<file path="config.mk">
export PLATFORM = sky130hd
export DESIGN_NAME = mem_access
export DESIGN_NICKNAME = d
export VERILOG_FILES = /design/src/rtl/mem_access_pkg.sv /design/src/rtl/mem_align.sv /design/src/rtl/mem_access.sv
export SDC_FILE = /design/constraint.sdc
export NUM_CORES = 1
export LEC_CHECK = 0
export ABC_AREA = 0
export BUFFER_PORTS_ARGS = -buffer_cell sky130_fd_sc_hd__buf_2
export CORE_UTILIZATION = 45
export DETAILED_ROUTE_END_ITERATION = 10
export PLACE_DENSITY = 0.76
export SLEW_MARGIN = 20
export SYNTH_ARGS = -nofsm -noshare
export SYNTH_HDL_FRONTEND = slang
export SYNTH_SLANG_ARGS = --single-unit
export TNS_END_PERCENT = 5
</file>
<file path="constraint.sdc">
create_clock -name clk -period 1.9 [get_ports clk]
set_clock_uncertainty 0.15 [all_clocks]
set_input_delay 0.19 -clock clk [delete_from_list [all_inputs] [get_ports clk]]
set_output_delay 0.19 -clock clk [all_outputs]
set_load 0.005 [all_outputs]
</file>
<file path="src/rtl/mem_access_pkg.sv">
// mem_access_pkg: funct3 access codes, FSM states and op legality check for the load/store unit
package mem_access_pkg;
  localparam logic [2:0] F3_B  = 3'b000;
  localparam logic [2:0] F3_H  = 3'b001;
  localparam logic [2:0] F3_W  = 3'b010;
  localparam logic [2:0] F3_BU = 3'b100;
  localparam logic [2:0] F3_HU = 3'b101;
  typedef enum logic [1:0] {IDLE, REQ, WAIT, DONE} state_e;
  // Misaligned half/word, unsupported size code, or load and store at once.
  function automatic logic is_bad(input logic rd, input logic wr, input logic [2:0] f3, input logic [1:0] off);
    logic mis, bad_f3;
    mis = ((f3 == F3_H || f3 == F3_HU) && off[0]) || (f3 == F3_W && off != 2'b00);
    bad_f3 = wr ? f3 >= 3'b011 : (f3 == 3'b011 || f3[2:1] == 2'b11);
    return (rd && wr) || bad_f3 || mis;
  endfunction
endpackage

</file>
<file path="src/rtl/mem_align.sv">
// mem_align: store lane replication/byte enables and load shift/extension
// st_f3_i/st_off_i/st_data_i : store size, byte offset, rs2 data
// st_be_o/st_wdata_o         : byte enables and replicated store word
// ld_f3_i/ld_off_i/ld_word_i : load size, byte offset, raw memory word
// ld_data_o                  : aligned, extended load result
module mem_align import mem_access_pkg::*; (
  input  logic [2:0]  st_f3_i,
  input  logic [1:0]  st_off_i,
  input  logic [31:0] st_data_i,
  input  logic [2:0]  ld_f3_i,
  input  logic [1:0]  ld_off_i,
  input  logic [31:0] ld_word_i,
  output logic [3:0]  st_be_o,
  output logic [31:0] st_wdata_o,
  output logic [31:0] ld_data_o
);
  logic [31:0] sh;
  always_comb begin
    st_be_o = st_f3_i[1:0] == 2'b00 ? 4'b0001 << st_off_i :
              st_f3_i[1:0] == 2'b01 ? 4'b0011 << {st_off_i[1], 1'b0} : 4'b1111;
    st_wdata_o = st_f3_i[1:0] == 2'b00 ? {4{st_data_i[7:0]}} :
                 st_f3_i[1:0] == 2'b01 ? {2{st_data_i[15:0]}} : st_data_i;
    sh = ld_word_i >> {ld_off_i, 3'b000};
    ld_data_o = ld_f3_i == F3_B  ? {{24{sh[7]}}, sh[7:0]} :
                ld_f3_i == F3_H  ? {{16{sh[15]}}, sh[15:0]} :
                ld_f3_i == F3_BU ? {24'b0, sh[7:0]} :
                ld_f3_i == F3_HU ? {16'b0, sh[15:0]} : ld_word_i;
  end
endmodule

</file>
<file path="src/rtl/mem_access.sv">
// mem_access: load/store unit running a req/gnt/rvalid handshake with data memory
// clk/rst_n                         : clock, synchronous active-low reset
// ctrl_memread/ctrl_memwrite/funct3 : op type and access size
// alu_result/rdata2                 : byte address, store data
// lsu_stall/load_data/load_valid    : core stall, formatted load result and its pulse
// lsu_err                           : illegal/misaligned op pulse
// dmem_*                            : data memory request and response
module mem_access import mem_access_pkg::*; (
  input  logic        clk,
  input  logic        rst_n,
  input  logic        ctrl_memread,
  input  logic        ctrl_memwrite,
  input  logic [2:0]  funct3,
  input  logic [31:0] alu_result,
  input  logic [31:0] rdata2,
  output logic        lsu_stall,
  output logic [31:0] load_data,
  output logic        load_valid,
  output logic        lsu_err,
  output logic        dmem_req,
  output logic        dmem_we,
  output logic [31:0] dmem_addr,
  output logic [3:0]  dmem_be,
  output logic [31:0] dmem_wdata,
  input  logic        dmem_gnt,
  input  logic        dmem_rvalid,
  input  logic [31:0] dmem_rdata
);
  state_e state_q, state_d;
  logic [31:0] addr_q, wdata_q, ldata_q, st_wdata, ld_fmt;
  logic [3:0] be_q, st_be;
  logic [2:0] f3_q;
  logic [1:0] off_q;
  logic we_q, ld_q, err_q, op, bad;
  assign op = ctrl_memread | ctrl_memwrite;
  assign bad = is_bad(ctrl_memread, ctrl_memwrite, funct3, alu_result[1:0]);
  mem_align u_align (
    .st_f3_i    (funct3),
    .st_off_i   (alu_result[1:0]),
    .st_data_i  (rdata2),
    .ld_f3_i    (f3_q),
    .ld_off_i   (off_q),
    .ld_word_i  (dmem_rdata),
    .st_be_o    (st_be),
    .st_wdata_o (st_wdata),
    .ld_data_o  (ld_fmt)
  );
  always_comb begin
    state_d = state_q == IDLE ? (op ? (bad ? DONE : REQ) : IDLE) :
              state_q == REQ  ? (dmem_gnt ? (we_q ? DONE : WAIT) : REQ) :
              state_q == WAIT ? (dmem_rvalid ? DONE : WAIT) : IDLE;
  end
  always_ff @(posedge clk) begin
    if (!rst_n) begin
      state_q <= IDLE;
      addr_q  <= '0;
      wdata_q <= '0;
      ldata_q <= '0;
      be_q    <= '0;
      f3_q    <= '0;
      off_q   <= '0;
      we_q    <= 1'b0;
      ld_q    <= 1'b0;
      err_q   <= 1'b0;
    end else begin
      state_q <= state_d;
      if (state_q == IDLE && op) begin
        addr_q  <= {alu_result[31:2], 2'b00};
        be_q    <= ctrl_memwrite ? st_be : 4'b1111;
        wdata_q <= ctrl_memwrite ? st_wdata : '0;
        f3_q    <= funct3;
        off_q   <= alu_result[1:0];
        we_q    <= ctrl_memwrite & ~bad;
        ld_q    <= ctrl_memread & ~bad;
        err_q   <= bad;
      end
      if (state_q == WAIT && dmem_rvalid) ldata_q <= ld_fmt;
    end
  end
  assign lsu_stall  = (state_q == IDLE && op) || state_q == REQ || state_q == WAIT;
  assign dmem_req   = state_q == REQ;
  assign dmem_we    = we_q;
  assign dmem_addr  = addr_q;
  assign dmem_be    = be_q;
  assign dmem_wdata = wdata_q;
  assign load_data  = ldata_q;
  assign load_valid = state_q == DONE && ld_q;
  assign lsu_err    = state_q == DONE && err_q;
endmodule

</file>
# After elaboration in Yosys (flattened, before gate mapping)
# Index checks and enable logic that the tools add are counted.
[totals] out_inout_bits=105 elab_cells=67 reg_bits=108 in_bits=105
[classes] n_bitwise=4 n_reduce_logical=18 shifts=3 n_mux=19 magnitude_cmp=1 n_eq_ne=12
[op_table] op="two-way mux 32 bit" n=7
[op_table] op="right shift 32 x 5 -> 16 bit" n=1
[op_table] op="two-way mux 2 bit" n=6
[op_table] op="two-way mux 4 bit" n=3
[op_table] op="== test 3 bit (second input constant)" n=3
[op_table] op="logical AND 1 bit" n=7
[op_table] op="logical OR 1 bit" n=7
[op_table] op="== test 2 bit (second input constant)" n=3
[op_table] op="== test 3 x 1 -> 1 bit (second input constant)" n=2
[op_table] op="== test 3 x 2 -> 1 bit (second input constant)" n=2
[op_table] op="== test 2 x 1 -> 1 bit (second input constant)" n=2
[op_table] op="zero test 2 bit" n=2
[op_table] op="<< shifter 1 x 2 -> 4 bit (first input constant)" n=1
[op_table] op="<< shifter 2 x 2 -> 4 bit (first input constant)" n=1
[op_table] op="greater-or-equal comparator 3 x 2 -> 1 bit (second input constant)" n=1
[op_table] op="zero test 3 bit" n=1
[op_table] op="two-way mux 1 bit" n=3
[op_table] op="bitwise AND 1 bit" n=2
[op_table] op="nonzero test 2 bit" n=1
[op_table] op="inverter 1 bit" n=1
[op_table] op="bitwise OR 1 bit" n=1

# Logic depth before layout (Yosys ltp)
# Gate-level depths: netlist of the first run.
[logic_depth] word_depth=8 depth_mapped=7 depth_no_buf=4

# Hierarchy
# From an unflattened synthesis of the first run, not the netlist that was laid out.
[hier_totals] hier_cells=715 area_unflattened_um2=5345.1
[modules_own_cells] mod="mem_access" seq_area_each_um2=2162.1 area_each_um2=4092.7 cells_each=504 n_inst=1
[modules_own_cells] mod="mem_align" seq_area_each_um2=0.0 area_each_um2=1252.5 cells_each=211 n_inst=1

# Least setup slack after synthesis of the first run
# No wires, ideal clock.
[synth_path] path_kind="flip-flop to flip-flop" start="register off_q[1]" end="register ldata_q[15], in the netlist load_data[15]" path_stages_with_launch=4 setup_slack_ns=0.313 period_less_slack_ns=1.587 required_ns=1.627 t_arrival_ns=1.314 setup_time_ns=0.123 path_buffers=0 cell_sequence="dfxtp_1 mux4_1 a21oi_4 a21oi_1"
[synth_between] elab_chain_len=5
[synth_rtl] item="from (decl)" line="mem_access.sv:33" text="logic [1:0] off_q;"
[synth_rtl] item="from (signal assigned)" line="mem_access.sv:72" text="off_q <= alu_result[1:0];"
[synth_rtl] item="right shift 32 x 5 -> 16 bit *" line="mem_align.sv:23" text="sh = ld_word_i >> {ld_off_i, 3'b000};"
[synth_rtl] item="two-way mux 32 bit" line="mem_align.sv:27" text="ld_f3_i == F3_HU ? {16'b0, sh[15:0]} : ld_word_i;"
[synth_rtl] item="two-way mux 32 bit" line="mem_align.sv:26" text="ld_f3_i == F3_BU ? {24'b0, sh[7:0]} :"
[synth_rtl] item="two-way mux 32 bit" line="mem_align.sv:25" text="ld_f3_i == F3_H ? {{16{sh[15]}}, sh[15:0]} :"
[synth_rtl] item="two-way mux 32 bit *" line="mem_align.sv:24" text="ld_data_o = ld_f3_i == F3_B ? {{24{sh[7]}}, sh[7:0]} :"
[synth_rtl] item="to (signal assigned)" line="mem_access.sv:77" text="if (state_q == WAIT && dmem_rvalid) ldata_q <= ld_fmt;"
[synth_rtl] item="to (decl)" line="mem_access.sv:30" text="logic [31:0] addr_q, wdata_q, ldata_q, st_wdata, ld_fmt;"
# Mark *: on every way between the ends. The rest lies on a longest branch, timed or not.
# A chain may end at the register's enable or synchronous reset.

# Worst setup path after layout of the first run
[layout_path] start="register f3_q[1]" end="register ldata_q[15], in the netlist load_data[15]"
[layout_between] elab_chain_len=5 elab_cells_between_ends=8 cone_classes="3 x eq/ne; 4 x mux; 1 x reduce/logical"
[layout_rtl] item="from (decl)" line="mem_access.sv:32" text="logic [2:0] f3_q;"
[layout_rtl] item="from (signal assigned)" line="mem_access.sv:71" text="f3_q <= funct3;"
[layout_rtl] item="== test 3 bit" line="mem_align.sv:27"
[layout_rtl] item="two-way mux 32 bit" line="mem_align.sv:27"
[layout_rtl] item="two-way mux 32 bit" line="mem_align.sv:26"
[layout_rtl] item="two-way mux 32 bit" line="mem_align.sv:25"
[layout_rtl] item="two-way mux 32 bit *" line="mem_align.sv:24"
# Marked as above.

==> results of run 1 <==
## flip-flops by register name (all words and copies together), names as in the netlist
name / cells
dmem_wdata: 32
load_data: 32
dmem_addr: 30
dmem_be: 4
f3_q: 3
off_q: 2
state_q: 2
dmem_we: 1
err_q: 1
ld_q: 1
## cell usage in the layout, fill, tap and decap left out, types with 2 or more instances in the layout
cell type      netlist  routed
nand3_1             16      16
nor2b_2              1       2
nor3_1               2       2
buf_12               0       2
buf_4                7      21
nor2_1              41      41
conb_1               1       2
a22oi_1             19      19
a21o_1               7       7
clkinv_4             0       3
inv_1                4       4
clkbuf_8             0       9
and3_1              17      17
o211a_1              3       3
nor2b_1              6       5
dfxtp_1            108     108
o21ai_0             48      48
o21a_1               2       2
mux2i_1             14      14
buf_2               21     207
a21oi_2             10      10
nand2_1             93      93
o31ai_1              4       4
o22ai_1              9       9
nand2b_1            11      11
a21oi_1             95      95
mux2_2              19      19
dlygate4sd3_1        0      49
## layer usage
metal  track usage  vias up
met2        0.4712      283
met3       0.04905       57
li1              -     2577
met4        0.1663        0
met5             0        -
met1        0.3249     2529
## cell families (layout without fill, tap and decap cells)
kind of cell    Yosys count  in the layout  share of synthesized area
compound gates          207            208                     0.2504
mux                      34             34                    0.07737
buf+inv                  57            301                    0.05574
xor+xnor                  1              1                   0.001782
flops                   108            108                     0.4398
other cells               1              2                  0.0007628
simple gates            193            193                     0.1741
## worst reg2reg max path, delay by kind of cell, from the launching register on
kind,cells,cell delay [ns]
flops,1,0.66
compound gates,3,0.48
buf+inv,1,0.38
simple gates,1,0.09
## stage by stage
step	TNS, ns	area [sq um]	setup WS (ns)	instances	power, W
after global routing	-0.06460	6807	-0.06460	983	0.006805
after floorplan	0	4920	0.3134	602	0.004067
final	0	6807	0.07856	983	0.006436
after global placement	0	6083	0.09719	917	0.004781
after detailed placement	0	6083	0.03872	917	0.004849
after CTS	0	6782	0.02169	982	0.006412
## area by class of cell
| class | count | area (sq um) | share of cell area |
|---|---|---|---|
| multi-input combinational | 438 | 2512 | 0.3691 |
| clock buffer | 9 | 123.9 | 0.01820 |
| sequential | 108 | 2162 | 0.3176 |
| timing repair buffer | 280 | 1735 | 0.2550 |
| inverter | 5 | 18.77 | 0.002757 |
| tap | 136 | 170.2 | 0.02500 |
| clock inverter | 7 | 83.83 | 0.01232 |
## what timing repair did
action,in CTS,in global routing
resized for setup,0,4
hold buffers,49,0
endpoints found under the hold margin,50,0
endpoints found under the setup margin,0,61
## path summary, 6_finish.rpt
check / end / cells after the start / slack, ns
max: load_data[15] / 5 / 0.08
min: dmem_wdata[30] / 5 / 0.01
max reg2reg: load_data[15] / 5 / 0.08
min reg2reg: dmem_wdata[18] / 2 / 0.31
## power by group through the flow
stage	sequential (W)	clock (W)	combinational, W
floorplan	0.00282	0	0.00124
global placement	0.00281	0	0.00197
detailed placement	0.00283	0	0.00202
CTS	0.00278	0.00152	0.00211
global route	0.00283	0.00161	0.00237
finish	0.00278	0.00149	0.00217
==> summary.md, run 1 <==
| Metric | Value |
|---|---|
| IO Port Bufs | `207` |
| Chip Width | `106.5 um` |
| Leakage | `3.232 nW` |
| Htree depth | `3` |
| RD Place Congestion | `0.9437` |
| Sw power | `0.002287 W` |
| Antenna-violating nets left | `0` |
| Switching Share | `0.3553` |
| Antenna diode count | `0` |
| Max Clock Freq | `0.5490 GHz` |
| Clk pin slew, worst setup/hold paths | `0.11 ns` |
| Primary FF master, synth | `dfxtp_1` |
| Combinational share of power | `0.337` |
| DRC viols | `0` |
| Fillers | `894` |
| Initial DRC count | `345` |
| Maximum vdd ir drop | `0.5383 mV` |
| Count of different cell masters after synthesis | `45` |
| Total number of vias | `5446` |
| Synth async-reset ratio | `0` |
| Fraction of layout cells with a size suffix above 1 | `0.3377` |
| CP max FO | `26` |
| DIE HEIGHT | `106.5 um` |
| P_int | `0.004149 W` |
| Metal3 WL | `1186 um` |
| Count leader, synth | `dfxtp_1` |
| Grt total ovfl | `0` |
| Finished Core Util | `0.6506` |
| Post-synthesis sequential area ratio | `0.4398` |
| Slew headroom | `0.5969` |
| Critical-path cell list | `buf_4 > nor2_1 > a21oi_1 > o2bb2ai_1 > a21oi_1` |
| Largest net degree at the start of global routing | `74` |
| Final Cycle Share | `0.9587` |
| Reg2reg start | `f3_q[1]` |
| First-pass GRT wire length | `24910 um` |
| Hpwl dp | `10980 um` |
| Crit-path most repeated cell | `a21oi_1` |
| Final setup vio count | `0` |
| Max_cap viols | `0` |
| Drt first pass iters | `5` |
| EDFF count, synth | `0` |
| Sequential group share of total power | `0.432` |
| Clk Latency, worst-skew pair | `0.38 ns` |
| Met2 Wirelength | `7914 um` |
| Initial antenna violation count | `0` |
| CP arrival | `1.98 ns` |
| Num rows | `37` |
| Top-area cell type share of the netlist area | `0.4398` |
| Startpoint types | `register` |
| Yosys top cell by area | `dfxtp_1` |
| Slew @ Worst Pin | `0.6017 ns` |
| Clock power frac | `0.231` |
| CTS Buffer Depth | `2` |
| Crit Path Category | `register to register` |
| CP max-delay cell | `dfxtp_1` |
| Worst Setup SP | `f3_q[1]` |
| Vias in the first global route | `5199` |
| HP Start | `rdata2[30]` |
| Mapped Area | `4916 sq um` |
| FF+latch count, synth | `108` |
| Cell family with most CP delay | `flip-flops` |
| Post-synthesis cell count | `601` |
| Core ar. | `10460 sq um` |
| Top-level port count | `210` |
| Met1 Wirelength | `6241 um` |
| Top post-synthesis cells by area | `dfxtp_1, a21oi_1, nand2_1` |
| Critical Path RT | `2.06 ns` |
| Slowest Stage Delay on Critical Path | `0.66 ns` |
| Synth warn | `0` |
| CTS tree | `yes` |
| Final min period | `1.821 ns` |
| Routed length per instance | `16.32 um` |
| DIE AREA | `11350 sq um` |
| Hold Path Class | `input port to register` |
| Nets | `947` |
| DR top layer | `met4` |
| # clock sinks | `108` |
| Root Buffer | `clkbuf_8` |
| Via-to-Cell Ratio | `5.540` |
| PwrDens | `945.5 nW/um^2` |
| Setup Fix Bufs, Post-CTS | `0` |
| Final hold viol count | `0` |
| WHS | `0.01031 ns` |
| Total wire length | `16040 um` |
| Run status | `finished clean` |
| Initial Util | `0.4699` |
| Slew Viols, Final | `0` |
| Total track usage | `0.2771` |
| Syn_area_per_cell | `8.180 sq um` |
| Number of CTS-inserted buffers | `9` |
| Crit path buffers/inverters | `1` |
| Worst setup EP type | `register` |
| Post-synth top cells | `dfxtp_1, a21oi_1, nand2_1` |
| Synth-to-layout area growth | `38.46%` |
(Power assumes the default switching activity.)
==> inputs of run 2 (changes only) <==
--- a/config.mk
+++ b/config.mk
@@ -7,9 +7,12 @@
 export LEC_CHECK = 0
 export ABC_AREA = 0
 export BUFFER_PORTS_ARGS = -buffer_cell sky130_fd_sc_hd__buf_2
-export CORE_UTILIZATION = 45
+export CELL_PAD_IN_SITES_DETAIL_PLACEMENT = 1
+export CELL_PAD_IN_SITES_GLOBAL_PLACEMENT = 2
+export CORE_UTILIZATION = 26
 export DETAILED_ROUTE_END_ITERATION = 10
-export PLACE_DENSITY = 0.76
+export PLACE_DENSITY_LB_ADDON = 0.1
+export SETUP_SLACK_MARGIN = 0.15
 export SLEW_MARGIN = 20
 export SYNTH_ARGS = -nofsm -noshare
 export SYNTH_HDL_FRONTEND = slang
==> run 2 against run 1 <==
Largest power group unchanged. Core utilization down 27 points. Sequential power about the same. Combinational power up 4%. Power up 9.1%. Wire length up 15%. Critical path type unchanged. Die area up 72%. Count of clock-buffer cells in the layout up 1. Sequential share of layout area down 0.51 points. Via count down 5.4%. Cell count up 8.1%. Critical path depth up 1. Flip-flop and latch count unchanged.
==> summary.md, run 2 (synthesis results as in run 1) <==
| Metric | Value |
|---|---|
| Run status | `finished clean` |
| Synth-to-layout area growth | `40.80%` |
| Htree depth | `3 (unchanged)` |
| Hold Path Class | `input port to register` |
| Total track usage | `0.1910 (-0.08614)` |
| Commonest non-fill, non-tap cell in the layout | `buf_2` |
| Maximum vdd ir drop | `0.4408 mV (-18%)` |
| Slew Viols, Final | `0 (unchanged)` |
| Worst hold path stage count | `3 (-2)` |
| CTS tree | `yes` |
| Dpl cells | `1012 (+10%)` |
| First-pass GRT wire length | `29350 um (+18%)` |
| Hpwl dp | `13040 um (+19%)` |
| Largest net degree at the start of global routing | `74 (unchanged)` |
| DRC viols | `0 (unchanged)` |
| GR peak layer | `met2` |
| Grt total ovfl | `0 (unchanged)` |
| FF-to-FF path depth | `6 (+1)` |
| Number of CTS-inserted buffers | `9 (unchanged)` |
| Slowest Stage Delay on Critical Path | `0.43 ns (-0.23 ns)` |
| Max_cap viols | `0 (unchanged)` |
| Initial antenna violation count | `0 (unchanged)` |
| Total wire length | `18430 um (+15%)` |
| Non-Filler Instances | `1063 (+8.1%)` |
| GRT met2 Usage | `0.3243 (-0.1470)` |
| Chip Width | `139.5 um (+31%)` |
| DIE AREA | `19460 sq um (+72%)` |
| Met1 Resource Use GR | `0.2434 (-0.08152)` |
| HP Start | `dmem_rdata[30]` |
| Top-level port count | `210 (unchanged)` |
| Reg-to-reg slack, setup | `0.21 ns (+0.14 ns)` |
| Crit Path Category | `register to register` |
| Final setup vio count | `0 (unchanged)` |
| PwrDens | `1014 nW/um^2 (+7.3%)` |
| Antenna-violating nets left | `0 (unchanged)` |
| Via-to-Cell Ratio | `4.846 (-13%)` |
| Worst hold endpoint | `load_data[30]` |
| Worst setup EP type | `register` |
| Clk Latency, worst-skew pair | `0.35 ns (-0.03 ns)` |
| Core ar. | `18270 sq um (+75%)` |
| Num rows | `49 (+32%)` |
| Leakage | `3.232 nW (about the same)` |
| CP max FO | `13 (-50%)` |
| Critical-path cell list | `buf_4 > nor2_1 > a221o_1 > o211ai_4 > buf_12 > a21oi_1` |
| FF-to-FF End | `load_data[30]` |
| Crit path buffers/inverters | `2 (+1)` |
| Total number of vias | `5151 (-5.4%)` |
| Startpoint types | `register` |
| RSZ-0062 raised after global routing | `true` |
| Fraction of layout cells with a size suffix above 1 | `0.3453 (+0.007661)` |
| Final Cycle Share | `0.8870 (-0.07166)` |
| Max Clock Freq | `0.5934 GHz (+8.1%)` |
| Root Buffer | `clkbuf_16` |
| CTS Buffer Depth | `2 (unchanged)` |
| Nets | `935 (-1.3%)` |
| Initial Util | `0.2691 (-0.2008)` |
| CP arrival | `1.78 ns (-0.20 ns)` |
| RD Place Congestion | `0.8274 (-12%)` |
| CP max-delay cell | `dfxtp_1` |
| Final min period | `1.685 ns (-0.1362 ns)` |
| # clock sinks | `108 (unchanged)` |
| WHS | `0.01522 ns (+0.004915 ns)` |
| Critical Path RT | `1.99 ns (-0.07 ns)` |
| Met3 Use GR | `0.03923 (-0.009820)` |
| Clk pin slew, worst setup/hold paths | `0.07 ns (-0.04 ns)` |
| Reg2reg start | `off_q[0]` |
| Routed length per instance | `17.34 um (+6.3%)` |
| Commonest cells after routing, fill and taps aside | `buf_2, dfxtp_1, a21oi_1` |
| Antenna diode count | `0 (unchanged)` |
| Vias in the first global route | `5407 (+4.0%)` |
| Initial DRC count | `184 (-47%)` |
| Cell family with most CP delay | `compound AO/OA/AOI/OAI gates` |
| DIE HEIGHT | `139.5 um (+31%)` |
| Drt first pass iters | `4 (-1)` |
| IO Port Bufs | `207 (unchanged)` |
| Final hold viol count | `0 (unchanged)` |
run 2: changes by cell type in the layout (fill, tap and decap cells not counted), sizes merged:
cell	change
clkinv	-3
clkinvlp	+2
inv	-1
buf	+4
o21ai	-1
dlygate4sd3	-15
clkbuf	+1
run 2: repair_timing:
item	CTS	global route
endpoints found under the hold margin	34	0
setup endpoints to repair	16	71
resized for setup	2	3
hold buffers	34	0
setup buffers	2	0
gates cloned	0	0
pin swaps	0	1
run 2: worst reg2reg max path, stage by stage, from the launching register on:
cell      delay (ns)
dfxtp_1         0.43
buf_4           0.19
nor2_1          0.06
a221o_1         0.38
o211ai_4        0.12
buf_12          0.18
a21oi_1         0.07
run 2: cell type report:
type / instances / area, sq um
clock buffers: 10 / 239.0
clock inverters: 5 / 61.31
fillers: 2233 / 11350
inverters: 5 / 18.77
multi-input cells: 437 / 2496
flip-flops and latches: 108 / 2163
well taps: 229 / 286.5
repair buffers: 269 / 1657
run 2: power by group:
group	switching, W	leakage [nW]	internal [W]
combinational	0.00128	2.21	0.000972
clock	0.000906	0.137	0.00106
sequential	0.000210	0.885	0.00259
total	0.00240	3.23	0.00462
run 2: worst max path at each step:
stage                     slack [ns]  startpoint             to  cells past startpoint
after floorplan                 0.31    off_q[1]  load_data[15]                      3
after global placement          0.03     f3_q[0]  load_data[30]                      4
after detailed placement       -0.12     f3_q[0]  load_data[18]                      4
after CTS                       0.13    off_q[1]  load_data[10]                      3
after global routing            0.07    off_q[0]   load_data[4]                      6
final                           0.21    off_q[0]  load_data[30]                      6
run 2: metrics by stage:
stage	instance area (sq um)	setup slack [ns]	total power, W	setup TNS [ns]	utilization
6_report	6922	0.2147	0.007019	0	0.3789
5_1_grt	6922	0.07054	0.007478	0	0.3789
4_1_cts	6920	0.1331	0.007111	0	0.3788
3_5_place_dp	6240	-0.1201	0.005000	-1.093	0.3415
3_3_place_gp	6240	0.03334	0.004941	0	0.3415
2_1_floorplan	4920	0.3134	0.004067	0	-
run 2: routing by layer:
| metal | up-vias | wire, um |
|---|---|---|
| met5 | - | 0 |
| met4 | 0 | 229 |
| met3 | 18 | 1049 |
| met2 | 134 | 8846 |
| met1 | 2453 | 8306 |
| li1 | 2546 | - |
